`src/rtl/mac_operand_queue.sv`:
```
// 4-entry circular operand buffer feeding the MAC datapath, with occupancy status and drain-on-flush.
// Optional high-water-mark register enabled by defining MAC_OPERAND_QUEUE_HWM_EN.
//
// state | meaning
// RUN   | normal operation, producer may push
// DRAIN | producer blocked, pops continue until empty

module mac_operand_queue #(
    parameter int BufferWidth = 2,
    parameter int BufferSize  = 4,
    parameter int DataWidth   = 16
) (
    input  logic                   clk,
    input  logic                   rst,
    input  logic                   in_valid,
    output logic                   in_ready,
    input  logic [DataWidth-1:0]   in_data,
    output logic                   out_valid,
    input  logic                   out_ready,
    output logic [DataWidth-1:0]   out_data,
    input  logic                   flush,
    output logic                   flush_done,
    output logic [BufferWidth-1:0] HP,
    output logic [BufferWidth-1:0] TP,
    output logic                   Round,
    output logic [BufferWidth:0]   Count,
    output logic                   Full,
    output logic                   Empty,
    output logic [BufferSize-1:0]  Ready,
    output logic [BufferWidth:0]   HWM
);

    localparam logic [BufferWidth:0]   SIZE_EXT = (BufferWidth+1)'(BufferSize);
    localparam logic [BufferWidth-1:0] LAST     = BufferWidth'(BufferSize-1);

    typedef enum logic {RUN, DRAIN} state_t;

    state_t                 state, state_next;
    logic [DataWidth-1:0]   mem [BufferSize];
    logic [BufferWidth-1:0] hp, tp;
    logic                   round;
    logic                   push, pop, ptr_eq;
    logic [BufferWidth:0]   count;
    logic [BufferSize-1:0]  ready_base;
    logic [2*BufferSize-1:0] ready_dbl;

    assign ptr_eq    = (hp == tp);
    assign Empty     = !round && ptr_eq;
    assign Full      = round && ptr_eq;
    assign count     = round ? ({1'b0, tp} + SIZE_EXT - {1'b0, hp}) : ({1'b0, tp} - {1'b0, hp});
    assign Count     = count;
    assign HP        = hp;
    assign TP        = tp;
    assign Round     = round;

    assign in_ready  = !Full && (state == RUN);
    assign out_valid = !Empty;
    assign out_data  = mem[hp];
    assign push      = in_valid && in_ready;
    assign pop       = out_valid && out_ready;

    // Occupancy mask starts at the head and wraps around, so rotate rather than shift.
    always_comb begin
        ready_base = '0;
        for (int i = 0; i < BufferSize; i++) begin
            if ((BufferWidth+1)'(i) < count) ready_base[i] = 1'b1;
        end
    end
    assign ready_dbl = {ready_base, ready_base} << hp;
    assign Ready     = ready_dbl[2*BufferSize-1:BufferSize];

    always_comb begin
        state_next = state;
        flush_done = 1'b0;
        case (state)
            RUN:   if (flush) state_next = DRAIN;
            DRAIN: if (Empty) begin
                flush_done = 1'b1;
                state_next = RUN;
            end
            default: state_next = RUN;
        endcase
    end

    always_ff @(posedge clk) begin
        if (rst) begin
            hp    <= '0;
            tp    <= '0;
            round <= 1'b0;
            state <= RUN;
        end else begin
            state <= state_next;
            if (push) tp <= tp + 1'b1;
            if (pop)  hp <= hp + 1'b1;
            // Both pointers wrapping in one cycle cancels out.
            round <= round ^ (push && (tp == LAST)) ^ (pop && (hp == LAST));
        end
    end

    always_ff @(posedge clk) begin
        if (push) mem[tp] <= in_data;
    end

`ifdef MAC_OPERAND_QUEUE_HWM_EN
    logic [BufferWidth:0] count_next, hwm;

    always_comb begin
        count_next = count;
        if (push && !pop)      count_next = count + 1'b1;
        else if (pop && !push) count_next = count - 1'b1;
    end

    always_ff @(posedge clk) begin
        if (rst)                    hwm <= '0;
        else if (count_next > hwm)  hwm <= count_next;
    end

    assign HWM = hwm;
`else
    assign HWM = '0;
`endif

endmodule
```
`config.mk`:
```
export PLATFORM = sky130hd
export DESIGN_NAME = mac_operand_queue
export DESIGN_NICKNAME = d
export VERILOG_FILES = /design/src/rtl/mac_operand_queue.sv
export SDC_FILE = /design/constraint.sdc
export NUM_CORES = 1
export LEC_CHECK = 0
export BUFFER_PORTS_ARGS = -buffer_cell sky130_fd_sc_hd__buf_4
export CAP_MARGIN = 15
export CORE_MARGIN = 2
export CORE_UTILIZATION = 45
export DETAILED_ROUTE_END_ITERATION = 8
export PLACE_DENSITY = 0.72
export SYNTH_ARGS = -nofsm -noshare
export SYNTH_HDL_FRONTEND = slang
export SYNTH_SLANG_ARGS = --single-unit
export TNS_END_PERCENT = 100
```
`constraint.sdc`:
```
create_clock -name clk -period 2.2 [get_ports clk]
set_input_delay 0.44 -clock clk [delete_from_list [all_inputs] [get_ports clk]]
set_output_delay 0.44 -clock clk [all_outputs]
set_load 0.05 [all_outputs]
```
==> results.tsv, run 1 <==
metric	value	unit
clk_path_buf_depth	2	
fin_area	0.003940	mm²
fin_worst_skew	6.379	ps
yosysMostFrequentCell	edfxtp_1	
vias	1630	
synth-edff-count	64	
remaining_drc_errors	0	
drt-met1-wl	2.103	mm
finalCritPeriodShare	109.8	%
io_pins	57	
fillCellCount	465	
critPathBufInv	4	
synthTopCellsByArea	edfxtp_1 65%, mux4_2 12%, dfxtp_1 5.5%	
insertion_delay	340	ps
antenna_found_initial	0	
track_usage	15.52	%
antenna_cells	0	
rows	29	
p_leak	1.425	nW
dr.pass1.iters	4	
hold_class	in -> reg	
syn2layout_area_growth	34.17	%
fin_nets	259	
drive_above_1_share	55.74	%
clk_pin_slew	70	ps
wirelength	5.210	mm
grt_setup_unrepaired	yes	
dp_slack	21.67	ps
setup_violations	6	
crit_slowest_cell	fa_2	
synthDistinctLibCells	35	
ys_seq_area_share	70.90	%
dp_hpwl	3.384	mm
reg2regPathDepth	5	
die-area	0.007188	mm²
highest_layer	met4	
cp_max_fo	7	
finalHoldViolCount	0	
p_per_area	1023	mW/mm²
grt_pass1_wl	8.307	mm
yosys_warnings	0	
irDropWorstVdd	0.0006201	V
first_iter_violations	91	
required	1760	ps
synth_ff_type	edfxtp_1	
cts_buffers	9	
placed_area	0.003596	mm²
grt_pass1_vias	1675	
p_total	0.004032	W
min_from	in_data[3]	
worstPathArrival	1980	ps
wire_per_inst	16.70	µm
r2r-end	mem[0][10]$_DFFE_PP_	
rrSetupSlack	330	ps
synth.largest_area_cell	edfxtp_1	
grt_overflow_total	0	
die_h	84.78	µm
ctsHoldBuffers	0	
start_util	46.51	%
violations	negative setup slack	
htree_num_levels	3	
cpPeakStageDelay	540	ps
cts-root-buf	clkbuf_8	
cts_sinks	72	
status	finished with violations	
synthesis.area	0.002937	mm²
wl_met2	2.630	mm
routed_via_density	5.224	
crit_family	adder cells	
synth_top_area_share	65.45	%
endpoint_kind	primary output	
slew_violations	0	
ant_nets	0	
timing.rr.start	HP[1]$_SDFFE_PP0P_	
async_flop_share	0	%
yosys-top-cells-count	64 x edfxtp_1, 16 x mux4_2, 8 x dfxtp_1, 7 x ha_1, 7 x inv_1	
met3_length	386	µm
synthCells	158	
avgSynthCellArea	18.59	µm²
final_critical_path_setup_slack	-216.3	ps
place.gp.congestion	0.7485	
crit_chain	inv_4, ha_4, inv_2, fa_2, buf_12, a21oi_2, o21ai_4, buf_8	
cp-start-kind	flop	
numPortBuffers	53	
cts_tree	built	
coreArea	0.006314	mm²
grt_max_degree	17	
hold_end	mem[0][3]$_DFFE_PP_	
crit_type	reg -> out	
timing.hold.worst_path_depth	1	
period_needed	2416	ps
ys_ff_latch	72	
die_width	84.78	µm
maxCapViolCount	0	
fmax	413.9	MHz
## layout by cell type (no fill, tap or decap), drive strengths merged, types with 3 or more instances in the layout
master / synthesis / final
a21oi: 6 / 6
o21ai: 7 / 7
conb: 1 / 3
and3: 5 / 5
clkinv: 0 / 5
nor2: 5 / 5
edfxtp: 64 / 64
dfxtp: 8 / 8
inv: 8 / 7
buf: 7 / 67
mux4: 16 / 16
ha: 7 / 7
a31oi: 3 / 3
clkbuf: 0 / 9
## what timing repair did
item | CTS | global route
pin swaps | 7 | 1
buffers inserted | 3 | 4
endpoints found under the setup margin | 6 | 12
gates resized for setup | 9 | 10
gates cloned | 0 | 0
## worst reg2reg max path: stages, from the launching register on
cell	delay, ps
dfxtp_4	340
inv_1	130
ha_2	340
a31oi_4	220
buf_4	170
and3_4	360
## cells by family (layout without fill, tap and decap cells)
logic type	Yosys count	in the layout	synth area share (%)
simple gates	24	24	5.198
mux	18	18	12.95
other cells	1	3	0.1277
buf+inv	16	91	3.068
compound gates	18	18	3.792
fa+ha+maj	8	8	3.664
xor+xnor	1	1	0.2983
flops	72	72	70.90
## metal layers
layer	vias to the layer above	GRT usage, %
met4	0	7.792
met3	10	5.211
met2	58	25.34
met1	796	18.45
li1	766	-
met5	-	0
## state kept, by name (all words and copies together), names as in the netlist, named ones only
register	flops
HP	2
mem	64
TP	2
Round	1
state	1
## through the flow
step	cells	util [%]	hold WS, ps	TNS (ps)
after floorplan	160	-	510.9	-988.5
after global placement	290	56.96	529.8	0
after detailed placement	290	56.96	526.0	0
after CTS	309	61.26	273.9	-1175
after global routing	312	62.41	282.2	-1281
final	312	62.41	300.6	-885.5
## power breakdown
part	switching [W]	internal (W)	total [W]
clock	0.000479	0.000522	0.00100
sequential	0.0000268	0.00156	0.00159
combinational	0.000888	0.000551	0.00144
## worst max-delay path by stage
stage	from	to	slack, ps	cells after the start
2_1_floorplan	HP[0]$_SDFFE_PP0P_	Ready[0]	-250	5
3_3_place_gp	TP[0]$_SDFFE_PP0P_	Ready[2]	30	7
3_5_place_dp	TP[0]$_SDFFE_PP0P_	Ready[0]	20	7
4_1_cts	TP[0]$_SDFFE_PP0P_	Ready[0]	-260	7
5_1_grt	TP[0]$_SDFFE_PP0P_	Ready[1]	-280	8
6_report	TP[0]$_SDFFE_PP0P_	Ready[1]	-220	8
## layout make-up
class,instances,area (µm²),area share [%]
multi-input cells,72,943.4,23.94
inverters,8,40.04,1.016
flip-flops and latches,72,2095,53.16
clock buffers,9,123.9,3.144
well taps,77,96.34,2.445
repair buffers,67,569.3,14.45
clock inverters,7,72.57,1.842
(Power assumes the default switching activity.)
==> inputs of run 2 (changes only) <==
MAX_ROUTING_LAYER = met4   (was default)
==> run 2 against run 1 <==
Compared with the run above: the flow still finishes with violations (negative setup slack); global-route usage grew 0.55 points; die area is the same; critical path depth is the same; clock-buffer cell count is the same; cell count is the same; non-clock buffer count is the same; register-to-register slack is essentially flat; worst hold slack gained 4.5 ps; utilization is the same; wire length grew 0.23%; largest power group unchanged.
==> results.tsv, run 2 (same netlist as run 1, synthesis figures left out) <==
metric	value	unit
syn2layout_area_growth	34.17	%
setup_violations	6	
die-area	0.007188	mm²
irDropWorstVdd	0.0006208	V
cts_tree	built	
ctsHoldBuffers	0	
track_usage	16.07	%
start_util	46.51	%
largest-register	mem	
violations	negative setup slack	
status	finished with violations	
grt_max_degree	17	
fin_worst_skew	6.635	ps
coreArea	0.006314	mm²
vias	1625	
final_critical_path_setup_slack	-212.1	ps
largest_reg_flops	64	
grt_overflow_total	0	
layout_commonest_cell	edfxtp_1	
finalHoldViolCount	0	
endpoint_kind	primary output	
fin_nets	259	
worstPathArrival	1970	ps
antenna_cells	0	
tns	-852.8	ps
die_h	84.78	µm
fillCellCount	465	
ant_nets	0	
grt_pass1_vias	1677	
final_cell_mix	64 x edfxtp_1, 58 x buf_4, 16 x mux4_2, 9 x clkbuf_8, 5 x ha_1	
maxCapViolCount	0	
insertion_delay	330	ps
io_pins	57	
htree_num_levels	3	
numPortBuffers	53	
fmax	414.6	MHz
finalCritPeriodShare	109.6	%
fin_util	62.41	%
antenna_found_initial	0	
clk_path_buf_depth	2	
p_leak	1.425	nW
cp_max_fo	7	
cts_sinks	72	
remaining_drc_errors	0	
cp-start-kind	flop	
rows	29	
clk_pin_slew	70	ps
routed_via_density	5.208	
crit_type	reg -> out	
place.gp.congestion	0.7580	
wire_per_inst	16.74	µm
dp_hpwl	3.384	mm
wirelength	5.222	mm
p_per_area	1022	mW/mm²
required	1760	ps
cts-root-buf	clkbuf_8	
slew_violations	0	
drive_above_1_share	55.74	%
period_needed	2412	ps
grt_pass1_wl	8.307	mm
die_width	84.78	µm
hold_class	in -> reg	
grt_setup_unrepaired	yes	
first_iter_violations	88	
dr.pass1.iters	4	
cts_buffers	9	
-- run 2: cell counts in the layout (fill, tap and decap cells not counted) --
No cell type changed its count.
-- run 2: metal layers --
metal	wire length (µm)	vias to the layer above	track usage, %	part of all wire (%)
met4	48	0	7.792	0.92
li1	-	766	-	-
met1	2135	802	18.59	41
met2	2710	51	25.34	52
met3	327	6	5.310	6.3
met5	0	-	-	0
-- run 2: worst paths after layout --
kind	start	depth (start not counted)	to	slack (ps)
min reg2reg	state$_SDFF_PP0_	2	state$_SDFF_PP0_	540
min	in_data[1]	1	mem[1][1]$_DFFE_PP_	310
max	TP[0]$_SDFFE_PP0P_	8	Ready[1]	-210
max reg2reg	HP[1]$_SDFFE_PP0P_	5	mem[0][10]$_DFFE_PP_	330
-- run 2: layout make-up --
| class | count | area [µm²] | share of cell area (%) |
|---|---|---|---|
| tap | 77 | 96.34 | 2.445 |
| clock inverter | 7 | 72.57 | 1.842 |
| clock buffer | 9 | 123.9 | 3.144 |
| inverter | 8 | 40.04 | 1.016 |
| sequential | 72 | 2095 | 53.16 |
| timing repair buffer | 67 | 569.3 | 14.45 |
| multi-input combinational | 72 | 943.4 | 23.94 |
-- run 2: timing repair --
action,in CTS,in global routing
endpoints found under the setup margin,6,12
setup buffers,3,4
resized for setup,9,10
pin swaps,7,1
-- run 2: where the power goes --
part	switching [W]	leakage (nW)	internal [W]
Sequential	0.0000267	0.652	0.00156
Combinational	0.000889	0.677	0.000552
Clock	0.000475	0.0952	0.000522
Total	0.00139	1.42	0.00264
-- run 2: critical path: stages, from the launching register on --
cell	delay (ps)
dfxtp_4	350
inv_4	50
ha_4	110
inv_2	30
fa_2	540
buf_12	140
a21oi_2	70
o21ai_4	180
buf_8	160
-- run 2: metrics by stage --
step | instance area [µm²] | hold WS, ps | worst slack, ps | std cells | power (W)
finish | 3940 | 305.1 | -212.1 | 312 | 0.004029
detailed placement | 3596 | 526.0 | 21.67 | 290 | 0.002915
global placement | 3596 | 529.8 | 34.43 | 290 | 0.002905
global route | 3940 | 279.7 | -282.8 | 312 | 0.004199
floorplan | 3099 | 510.9 | -251.6 | 160 | 0.002581
CTS | 3867 | 273.9 | -257.8 | 309 | 0.003993
